**config.mk**
```make
export PLATFORM = sky130hd
export DESIGN_NAME = fpu_norm_pipe_flat
export DESIGN_NICKNAME = d
export VERILOG_FILES = /design/src/rtl/fpu_norm_pipe_if.sv /design/src/rtl/fpu_norm_pipe.sv /design/src/flat_wrapper.sv
export SDC_FILE = /design/constraint.sdc
export NUM_CORES = 1
export LEC_CHECK = 0
export BUFFER_PORTS_ARGS = -buffer_cell sky130_fd_sc_hd__buf_2
export CAP_MARGIN = 0
export CORE_UTILIZATION = 50
export CTS_CLUSTER_DIAMETER = 100
export DETAILED_ROUTE_END_ITERATION = 8
export PLACE_DENSITY_LB_ADDON = 0.3
export SYNTH_ARGS = -nofsm -noshare
export SYNTH_HDL_FRONTEND = slang
export SYNTH_SLANG_ARGS = --single-unit
```
**constraint.sdc**
```tcl
create_clock -name clk_i -period 5.75 [get_ports clk_i]
set_input_delay 0.575 -clock clk_i [delete_from_list [all_inputs] [get_ports clk_i]]
set_output_delay 0.575 -clock clk_i [all_outputs]
set_load 0.01 [all_outputs]
```
**src/rtl/fpu_norm_pipe_if.sv**
```systemverilog
// Valid/ready channel pair around the FPU normaliser: adder result in, packed result and flags out.
// The slave modport is the normaliser; the master modport is whoever feeds and drains it.
interface fpu_norm_pipe_if #(
    parameter int EXP_W = 8,
    parameter int MAN_W = 23
);
    localparam int IN_W  = 1 + EXP_W + MAN_W + 5;
    localparam int OUT_W = 1 + EXP_W + MAN_W;

    logic             valid_i;
    logic             ready_o;
    logic [IN_W-1:0]  add_i;
    logic             valid_o;
    logic             ready_i;
    logic [OUT_W-1:0] norm_o;
    logic             of_o;
    logic             uf_o;

    modport master (
        output valid_i, add_i, ready_i,
        input  ready_o, valid_o, norm_o, of_o, uf_o
    );

    modport slave (
        input  valid_i, add_i, ready_i,
        output ready_o, valid_o, norm_o, of_o, uf_o
    );
endinterface

```
**src/rtl/fpu_norm_pipe.sv**
```systemverilog
// Two-stage normaliser/rounder for the FPU add/sub path: stage 1 counts leading zeros and
// adjusts the exponent, stage 2 shifts, rounds to nearest-even, flushes to zero or saturates to inf.
module fpu_norm_pipe #(
    parameter int EXP_W = 8,
    parameter int MAN_W = 23
) (
    input logic            clk_i,
    input logic            rst_ni,
    fpu_norm_pipe_if.slave bus
);
    localparam int MW   = MAN_W + 5;       // {carry, hidden, frac, G, R, S}
    localparam int NW   = MAN_W + 4;       // everything below the carry bit
    localparam int EW2  = EXP_W + 2;
    localparam int IN_W = 1 + EXP_W + MW;
    localparam int LZ_W = $clog2(MW);
    localparam logic signed [EW2-1:0] EXP_ZERO = '0;
    localparam logic signed [EW2-1:0] EXP_MAX  = EW2'((1 << EXP_W) - 1);

    typedef enum logic [1:0] {
        K_NORMAL,
        K_SPECIAL,
        K_ZERO
    } kind_e;

    function automatic logic [LZ_W-1:0] lead_zeros(input logic [NW-1:0] v);
        lead_zeros = '0;
        for (int i = 0; i < NW; i++) begin
            if (v[i]) lead_zeros = LZ_W'(NW - 1 - i);
        end
    endfunction

    logic adv1, adv2;
    logic v1, v2;

    assign adv2        = !v2 || bus.ready_i;
    assign adv1        = !v1 || adv2;
    assign bus.ready_o = adv1;

    // ---------------- stage 1: classify, count leading zeros, adjust exponent
    logic                  sign_in;
    logic [EXP_W-1:0]      exp_in;
    logic [MW-1:0]         m_in;
    kind_e                 kind_d;
    logic [LZ_W-1:0]       lz_d;
    logic signed [EW2-1:0] exp_d;

    assign sign_in = bus.add_i[IN_W-1];
    assign exp_in  = bus.add_i[IN_W-2 -: EXP_W];
    assign m_in    = bus.add_i[MW-1:0];

    // NOTE: every always_comb output gets a default first so no path can leave it unassigned (no latch).
    always_comb begin
        kind_d = K_NORMAL;
        lz_d   = lead_zeros(m_in[NW-1:0]);
        exp_d  = EW2'(exp_in);
        if (exp_in == '1) begin
            kind_d = K_SPECIAL;
        end else if (m_in == '0) begin
            kind_d = K_ZERO;
        end else if (m_in[MW-1]) begin
            exp_d = EW2'(exp_in) + EW2'(1);
        end else if (!m_in[NW-1]) begin
            exp_d = EW2'(exp_in) - EW2'(lz_d);
        end
    end

    kind_e                 kind1;
    logic                  sign1;
    logic signed [EW2-1:0] exp1;
    logic [MW-1:0]         m1;
    logic [LZ_W-1:0]       lz1;

    // NOTE: sequential state uses non-blocking assignments so every flop samples pre-edge values.
    always_ff @(posedge clk_i or negedge rst_ni) begin
        if (!rst_ni) begin
            v1    <= 1'b0;
            kind1 <= K_NORMAL;
            sign1 <= 1'b0;
            exp1  <= '0;
            m1    <= '0;
            lz1   <= '0;
        end else if (adv1) begin
            v1 <= bus.valid_i;
            if (bus.valid_i) begin
                kind1 <= kind_d;
                sign1 <= sign_in;
                exp1  <= exp_d;
                m1    <= m_in;
                lz1   <= lz_d;
            end
        end
    end

    // ---------------- stage 2: shift, round, pack
    logic [NW-2:0]         n_lo;        // {frac, G, R, S} after normalisation, hidden bit dropped
    logic [MAN_W-1:0]      frac_n;
    logic                  round_up;
    logic [MAN_W:0]        frac_sum;
    logic signed [EW2-1:0] exp_f;
    logic [EXP_W+MAN_W:0]  norm_d;
    logic                  of_d, uf_d;

    // A right shift folds the dropped R and S together so stickiness survives.
    assign n_lo     = m1[MW-1] ? {m1[NW-1:2], m1[1] | m1[0]} : m1[NW-2:0] << lz1;
    assign frac_n   = n_lo[NW-2:3];
    assign round_up = n_lo[2] && (n_lo[1] || n_lo[0] || frac_n[0]);
    assign frac_sum = {1'b0, frac_n} + (MAN_W + 1)'(round_up);
    assign exp_f    = exp1 + EW2'(frac_sum[MAN_W]);

    always_comb begin
        norm_d = {sign1, exp_f[EXP_W-1:0], frac_sum[MAN_W-1:0]};
        of_d   = 1'b0;
        uf_d   = 1'b0;
        case (kind1)
            K_SPECIAL: norm_d = {sign1, {EXP_W{1'b1}}, m1[NW-2:3]};
            K_ZERO:    norm_d = {sign1, {(EXP_W + MAN_W){1'b0}}};
            default: begin
                if (exp1 <= EXP_ZERO) begin
                    norm_d = {sign1, {(EXP_W + MAN_W){1'b0}}};
                    uf_d   = 1'b1;
                end else if (exp_f >= EXP_MAX) begin
                    norm_d = {sign1, {EXP_W{1'b1}}, {MAN_W{1'b0}}};
                    of_d   = 1'b1;
                end
            end
        endcase
    end

    logic [EXP_W+MAN_W:0] norm_q;
    logic                 of_q, uf_q;

    always_ff @(posedge clk_i or negedge rst_ni) begin
        if (!rst_ni) begin
            v2     <= 1'b0;
            norm_q <= '0;
            of_q   <= 1'b0;
            uf_q   <= 1'b0;
        end else if (adv2) begin
            v2 <= v1;
            if (v1) begin
                norm_q <= norm_d;
                of_q   <= of_d;
                uf_q   <= uf_d;
            end
        end
    end

    assign bus.valid_o = v2;
    assign bus.norm_o  = norm_q;
    assign bus.of_o    = of_q;
    assign bus.uf_o    = uf_q;
endmodule

```
**src/flat_wrapper.sv**
```systemverilog
// flat-port wrapper written by rule: the top's interface ports become plain ports
module fpu_norm_pipe_flat 
#(
    parameter int EXP_W = 8,
    parameter int MAN_W = 23
)
  (clk_i, rst_ni, bus_valid_i, bus_add_i, bus_ready_i, bus_ready_o, bus_valid_o, bus_norm_o, bus_of_o, bus_uf_o);
  fpu_norm_pipe_if #(.EXP_W(EXP_W), .MAN_W(MAN_W)) bus_i ();
  input logic clk_i;
  input logic rst_ni;
  input wire logic [$bits(bus_i.valid_i)-1:0] bus_valid_i;
  input wire logic [$bits(bus_i.add_i)-1:0] bus_add_i;
  input wire logic [$bits(bus_i.ready_i)-1:0] bus_ready_i;
  output wire logic [$bits(bus_i.ready_o)-1:0] bus_ready_o;
  output wire logic [$bits(bus_i.valid_o)-1:0] bus_valid_o;
  output wire logic [$bits(bus_i.norm_o)-1:0] bus_norm_o;
  output wire logic [$bits(bus_i.of_o)-1:0] bus_of_o;
  output wire logic [$bits(bus_i.uf_o)-1:0] bus_uf_o;
  assign bus_i.valid_i = bus_valid_i;
  assign bus_i.add_i = bus_add_i;
  assign bus_i.ready_i = bus_ready_i;
  assign bus_ready_o = bus_i.ready_o;
  assign bus_valid_o = bus_i.valid_o;
  assign bus_norm_o = bus_i.norm_o;
  assign bus_of_o = bus_i.of_o;
  assign bus_uf_o = bus_i.uf_o;
  fpu_norm_pipe #(.EXP_W(EXP_W), .MAN_W(MAN_W)) u_core (.clk_i(clk_i), .rst_ni(rst_ni), .bus(bus_i));
endmodule
```
* Yosys cells after proc, flatten, opt, wreduce, memory -nomap -nowiden *
Index checks and enable logic that the tools add are counted.

cells by class
  add/sub/neg operators = 4
  $mul = 0
  div/mod/pow operators = 0
  $lt $le $gt $ge = 2
  eq/ne operators = 3
  shift operators = 1
  mux-type cells = 42
  bitwise logic cells = 1
  reductions and logical operators = 11

operator list
  kind                                                             count
  two-way mux 5 bit                                                27
  two-way mux 31 bit                                               2
  case mux 31 bit (2 select lines)                                 1
  two-way mux 10 bit                                               4
  logical NOT 28 bit                                               1
  two-way mux 26 bit                                               1
  << shifter 26 x 5 -> 26 bit                                      1
  adder 23 x 1 -> 24 bit                                           1
  adder 10 x 1 -> 10 bit                                           1
  >= comparator 10 x 9 -> 1 bit, second input constant             1
  less-or-equal comparator 10 x 1 -> 1 bit, second input constant  1
  adder 8 x 1 -> 9 bit, second input constant                      1
  subtractor 8 x 5 -> 9 bit                                        1
  == test 8 bit, second input constant                             1
  two-way mux 1 bit                                                5
  logical OR 1 bit                                                 4
  two-way mux 2 bit                                                2
  AND reduction 2 bit                                              2
  == test 2 x 1 -> 1 bit, second input constant                    1
  == test 2 bit, second input constant                             1
  logical NOT 1 bit                                                2
  OR reduction 2 bit                                               1
  logical AND 1 bit                                                1
  bitwise OR 1 bit                                                 1

storage, ports and cells
  register bits = 82
  bits in latches = 0
  bits in writable memories = 0
  bits in read-only memories = 0
  output and inout bits = 36
  logic and storage cells = 74
  memories = 0

* Depth between registers and ports, before layout *
  word-level depth = 32
  mapped depth = 26

* Least setup slack after synthesis *
No wires, ideal clock.

  path type = register to register
  start = reg u_core.lz1[0]
  end = reg u_core.norm_q[14], in the netlist u_core.bus.norm_o[14]
  library setup time = 77 ps
  arrival time = 5,106 ps
  slack = 567 ps
  cell stages (with the launch flop) = 25
  cells stage by stage = dfrtp_1 > buf_4 > buf_4 > buf_2 > buf_4 > clkbuf_1 > mux2i_1 > nor2_1 > nor4b_1 > nand2_1 > nor3_2 > nand3_1 > nor3b_1 > ha_1 > nand2_1 > nor2_1 > and3_1 > xnor2_1 > nor4_1 > a211oi_1 > and3_1 > clkbuf_1 > clkbuf_1 > o211ai_1 > a21oi_1

between the ends
  word-level cells in the longest chain between the ends = 11

ends and longest elaborated chain
  element                             RTL line              RTL
  start, declared                     fpu_norm_pipe.sv:71   logic [LZ_W-1:0] lz1;
  start signal, assigned              fpu_norm_pipe.sv:89   lz1 <= lz_d;
  << shifter 26 x 5 -> 26 bit *       fpu_norm_pipe.sv:104  assign n_lo = m1[MW-1] ? {m1[NW-1:2], m1[1] | m1[0]} : m1[NW-2:0] << lz1;
  two-way mux 26 bit *                fpu_norm_pipe.sv:104
  logical OR 1 bit (2 in series)      fpu_norm_pipe.sv:106  assign round_up = n_lo[2] && (n_lo[1] || n_lo[0] || frac_n[0]);
  logical AND 1 bit                   fpu_norm_pipe.sv:106
  adder 23 x 1 -> 24 bit *            fpu_norm_pipe.sv:107  assign frac_sum = {1'b0, frac_n} + (MAN_W + 1)'(round_up);
  adder 10 x 1 -> 10 bit              fpu_norm_pipe.sv:108  assign exp_f = exp1 + EW2'(frac_sum[MAN_W]);
  >= comparator 10 x 9 -> 1 bit       fpu_norm_pipe.sv:121  end else if (exp_f >= EXP_MAX) begin
  two-way mux 31 bit *                fpu_norm_pipe.sv:121
  two-way mux 31 bit *                fpu_norm_pipe.sv:118  if (exp1 <= EXP_ZERO) begin
  case mux 31 bit (2 select lines) *  fpu_norm_pipe.sv:114  case (kind1)
  end signal, assigned                fpu_norm_pipe.sv:141  norm_q <= norm_d;
  end, declared                       fpu_norm_pipe.sv:129  logic [EXP_W+MAN_W:0] norm_q;

Mark *: on every way between the ends. The rest lies on a longest branch, timed or not.
A chain may end at the register's enable or synchronous reset.

* Worst setup path after layout *
  start = reg u_core.lz1[1]
  end = reg u_core.norm_q[12], in the netlist u_core.bus.norm_o[12]

The elaborated chain is that of the path after synthesis.

==> flow_metrics.tcl <==
set metrics [dict create \
    cp_max_fo 24 \
    grt_pass1_vias 5813 \
    syn_avg_cell_area_um2 8.18 \
    cts_buffers 9 \
    worstMarginPinSlew_ns 1.06 \
    synthFlopType "dfrtp_1" \
    min_period_ns 5.25 \
    fillers 1228 \
    synthCells 815 \
    clk_pin_slew_ns 0.06 \
    clk_latency_ns 0.35 \
    antenna_found_initial 0 \
    first_pass_iters 6 \
    p_sw_w 0.000806 \
    hold_violations 0 \
    ys_top_cells_by_area "dfrtp_1, nand2_1, mux4_2, mux2i_1, nor2_1" \
    place_inst 1026 \
    p_seq_share_pct 37.8 \
    syn2layout_area_growth_pct 11.8 \
    rows 41 \
    path_buf_inv 2 \
    cts_setup_buffers 0 \
    cts.root.buffer_cell "clkbuf_16" \
    synth_top_area_share_pct 30.8 \
    coreArea_mm2 0.0128 \
    ff2ff_setup_slack_ns 0.50 \
    io_pins 77 \
    drive_gt1_share_pct 17.7 \
    cp_top_family "simple AND/OR/NAND/NOR gates" \
    synth_nets 867 \
    switching_share_pct 37.3 \
    post-route-period-util_pct 91.4 \
    clock-sinks 82 \
    p_leak_nw 3.17 \
    cts_max_path_buffers 2 \
    drtAntennaViolNets 0 \
    fp.dieW_um 117 \
    setup_viol 0 \
    combPwrFrac_pct 35.8 \
    syn_area_mm2 0.00666 \
    fin_worst_skew_ns 0.00762 \
    grt_max_degree 83 \
    max_stage_delay_ns 0.63 \
    cts_tree "yes" \
    cp.required_ns 5.96 \
    p_total_w 0.00216 \
    drtIter0Drc 544 \
    crit_arrival_ns 5.47 \
    yosys.area.top_type "dfrtp_1" \
    port_buffers 76 \
    hold_path.class "input pin to asynchronous set/reset pin" \
    synth_edf_count 0 \
    ys_warn_count 0 \
    r2r_cells 18 \
    ys_types 64 \
    cap_violations 0 \
    start_util_pct 52.0 \
    r2r_start "u_core.lz1[1]$_DFFE_PN0P_" \
    cp-start-kind "register" \
    finalNonFillerCells 1042 \
    nets 917 \
    final_common_cell "nand2_1" \
    final_cell_mix "nand2_1, dfrtp_1, buf_2" \
    wl_per_cell_um 18.0 \
    htree_num_levels 3 \
    vias 6397 \
    synth-async-reset-ratio_pct 100 \
    internal_power_w 0.00135 \
    gp_congestion 0.996 \
    cts_repair_resize_count 0 \
    antenna_cells 0 \
    status "finished clean" \
    vdd_drop_max_v 0.000126 \
    drt-total-wl_um 18700 \
    place_ws_ns 0.510 \
    postCtsHoldBufs 0 \
    timing.final.ws_setup_ns 0.496 \
    gr-total-overflow 0 \
    slew_violations 0 \
    track_usage_pct 28.1 \
    path_class "register to register" \
    ys_ff_latch 82 \
    die_area_mm2 0.0138 \
    end_kind "register" \
    max_freq_ghz 0.190 \
    path_cells "buf_4 -> nor2b_1 -> a22o_1 -> or3_1 -> a222oi_1 -> nand4_1 -> nor3_1 -> nor3b_1 -> ha_1 -> ha_1 -> xnor2_1 -> or4_1 -> nor4_1 -> a211oi_1 -> and3_1 -> buf_4 -> nand2_1 -> o21ai_0" \
    pwr-share-clk_pct 26.4 \
    vias_per_cell 6.14 \
    grt_pass1_wl_um 31100 \
    r2r_end "u_core.bus.norm_o[12]$_DFFE_PN0P_" \
    relSlewSlack_pct 29.2 \
    power_per_cell_area_mw_per_mm2 290 \
    drc_errors 0 \
    dp_hpwl_um 13800 \
    cpMaxStageDelayCell "dfrtp_4" \
    fin_setup_tns_ns 0 \
    die_h_um 117 \
    ys_seq_area_share_pct 30.8 \
    rsz0062_at_grt "no" \
]
[cell type report]
class	count	area, um2	area share (%)
well taps	172	215	2.89
clock inverters	4	52.6	0.706
inverters	19	71.3	0.958
multi-input cells	654	4260	57.2
flip-flops and latches	82	2060	27.7
repair buffers	99	556	7.46
clock buffers	12	236	3.18
[power groups by stage]
stage / Clock, W / Sequential, W / Combinational (W)
after detailed placement: 0 / 0.000822 / 0.000757
after CTS: 0.000575 / 0.000812 / 0.000762
after global placement: 0 / 0.000819 / 0.000754
after global routing: 0.000602 / 0.000832 / 0.000852
final: 0.000571 / 0.000817 / 0.000772
after floorplan: 0 / 0.000780 / 0.000545
[Yosys cell counts (all sizes together), types with 3 or more instances]
cell / count
a21o: 7
o21ai: 49
or4: 7
a22oi: 6
a32oi: 5
nand2b: 10
nor2: 74
nor4: 14
nand2: 153
clkbuf: 45
a21oi: 45
nand3: 20
buf: 15
o221ai: 3
o31ai: 10
or3: 4
xor2: 11
nand3b: 3
mux4: 19
xnor2: 20
and2: 9
a22o: 5
nand4b: 3
dfrtp: 82
o22ai: 14
nor2b: 8
a221oi: 11
nand4: 7
a211oi: 9
ha: 10
inv: 18
o211ai: 8
mux2i: 32
and3: 8
mux2: 16
nor3: 20
a31oi: 4
[state kept, by name, summed over array words and instances, names as in the netlist, 2 cells and up]
signal,flops
u_core.bus.norm_o,32
u_core.m1,28
u_core.exp1,10
u_core.lz1,5
u_core.kind1,2
[layer usage]
metal  global-route usage, %  part of all wire [%]  up-vias
met1                    42.3                    47     2995
met5                       0                     0        -
met3                    5.06                   8.3       42
met2                    40.1                    42      271
met4                    9.42                   2.5        0
li1                        -                     -     3089
[worst max path at each step]
stage / cells after the start / to / start
after floorplan: 24 / u_core.bus.norm_o[14]$_DFFE_PN0P_ / u_core.lz1[0]$_DFFE_PN0P_
after detailed placement: 17 / u_core.bus.norm_o[12]$_DFFE_PN0P_ / u_core.lz1[1]$_DFFE_PN0P_
final: 18 / u_core.bus.norm_o[12]$_DFFE_PN0P_ / u_core.lz1[1]$_DFFE_PN0P_
after CTS: 17 / u_core.bus.norm_o[12]$_DFFE_PN0P_ / u_core.lz1[1]$_DFFE_PN0P_
after global placement: 18 / u_core.bus.norm_o[21]$_DFFE_PN0P_ / u_core.lz1[1]$_DFFE_PN0P_
after global routing: 19 / u_core.bus.norm_o[11]$_DFFE_PN0P_ / u_core.m1[6]$_DFFE_PN0P_
[worst reg2reg max path: cells and delay by family, from the launching register on]
| family | cells | cell delay, ns |
|---|---|---|
| simple gates | 9 | 2.60 |
| compound gates | 4 | 0.91 |
| flops | 1 | 0.63 |
| buf+inv | 2 | 0.44 |
| fa+ha+maj | 2 | 0.42 |
| xor+xnor | 1 | 0.09 |
[per-stage QoR]
stage / hold WS, ns / cell area [um2] / util [%]
finish: 0.405 / 7450 / 58.1
global route: 0.432 / 7450 / 58.1
CTS: 0.414 / 7430 / 57.9
detailed placement: 0.450 / 7140 / 55.7
global placement: 0.447 / 7140 / 55.7
floorplan: 0.279 / 6660 / -
[logic make-up after synthesis]
kind of cell               Yosys count  synth area share (%)
and+or+nand+nor                    349                  24.3
AOI/OAI and AO/OA                  196                  19.1
DFF                                 82                  30.8
buffers and inverters               79                  5.52
muxes                               67                  14.1
xor gates and xnor gates            31                  4.07
adders and majority gates           11                  2.18
(Power assumes the default switching activity.)
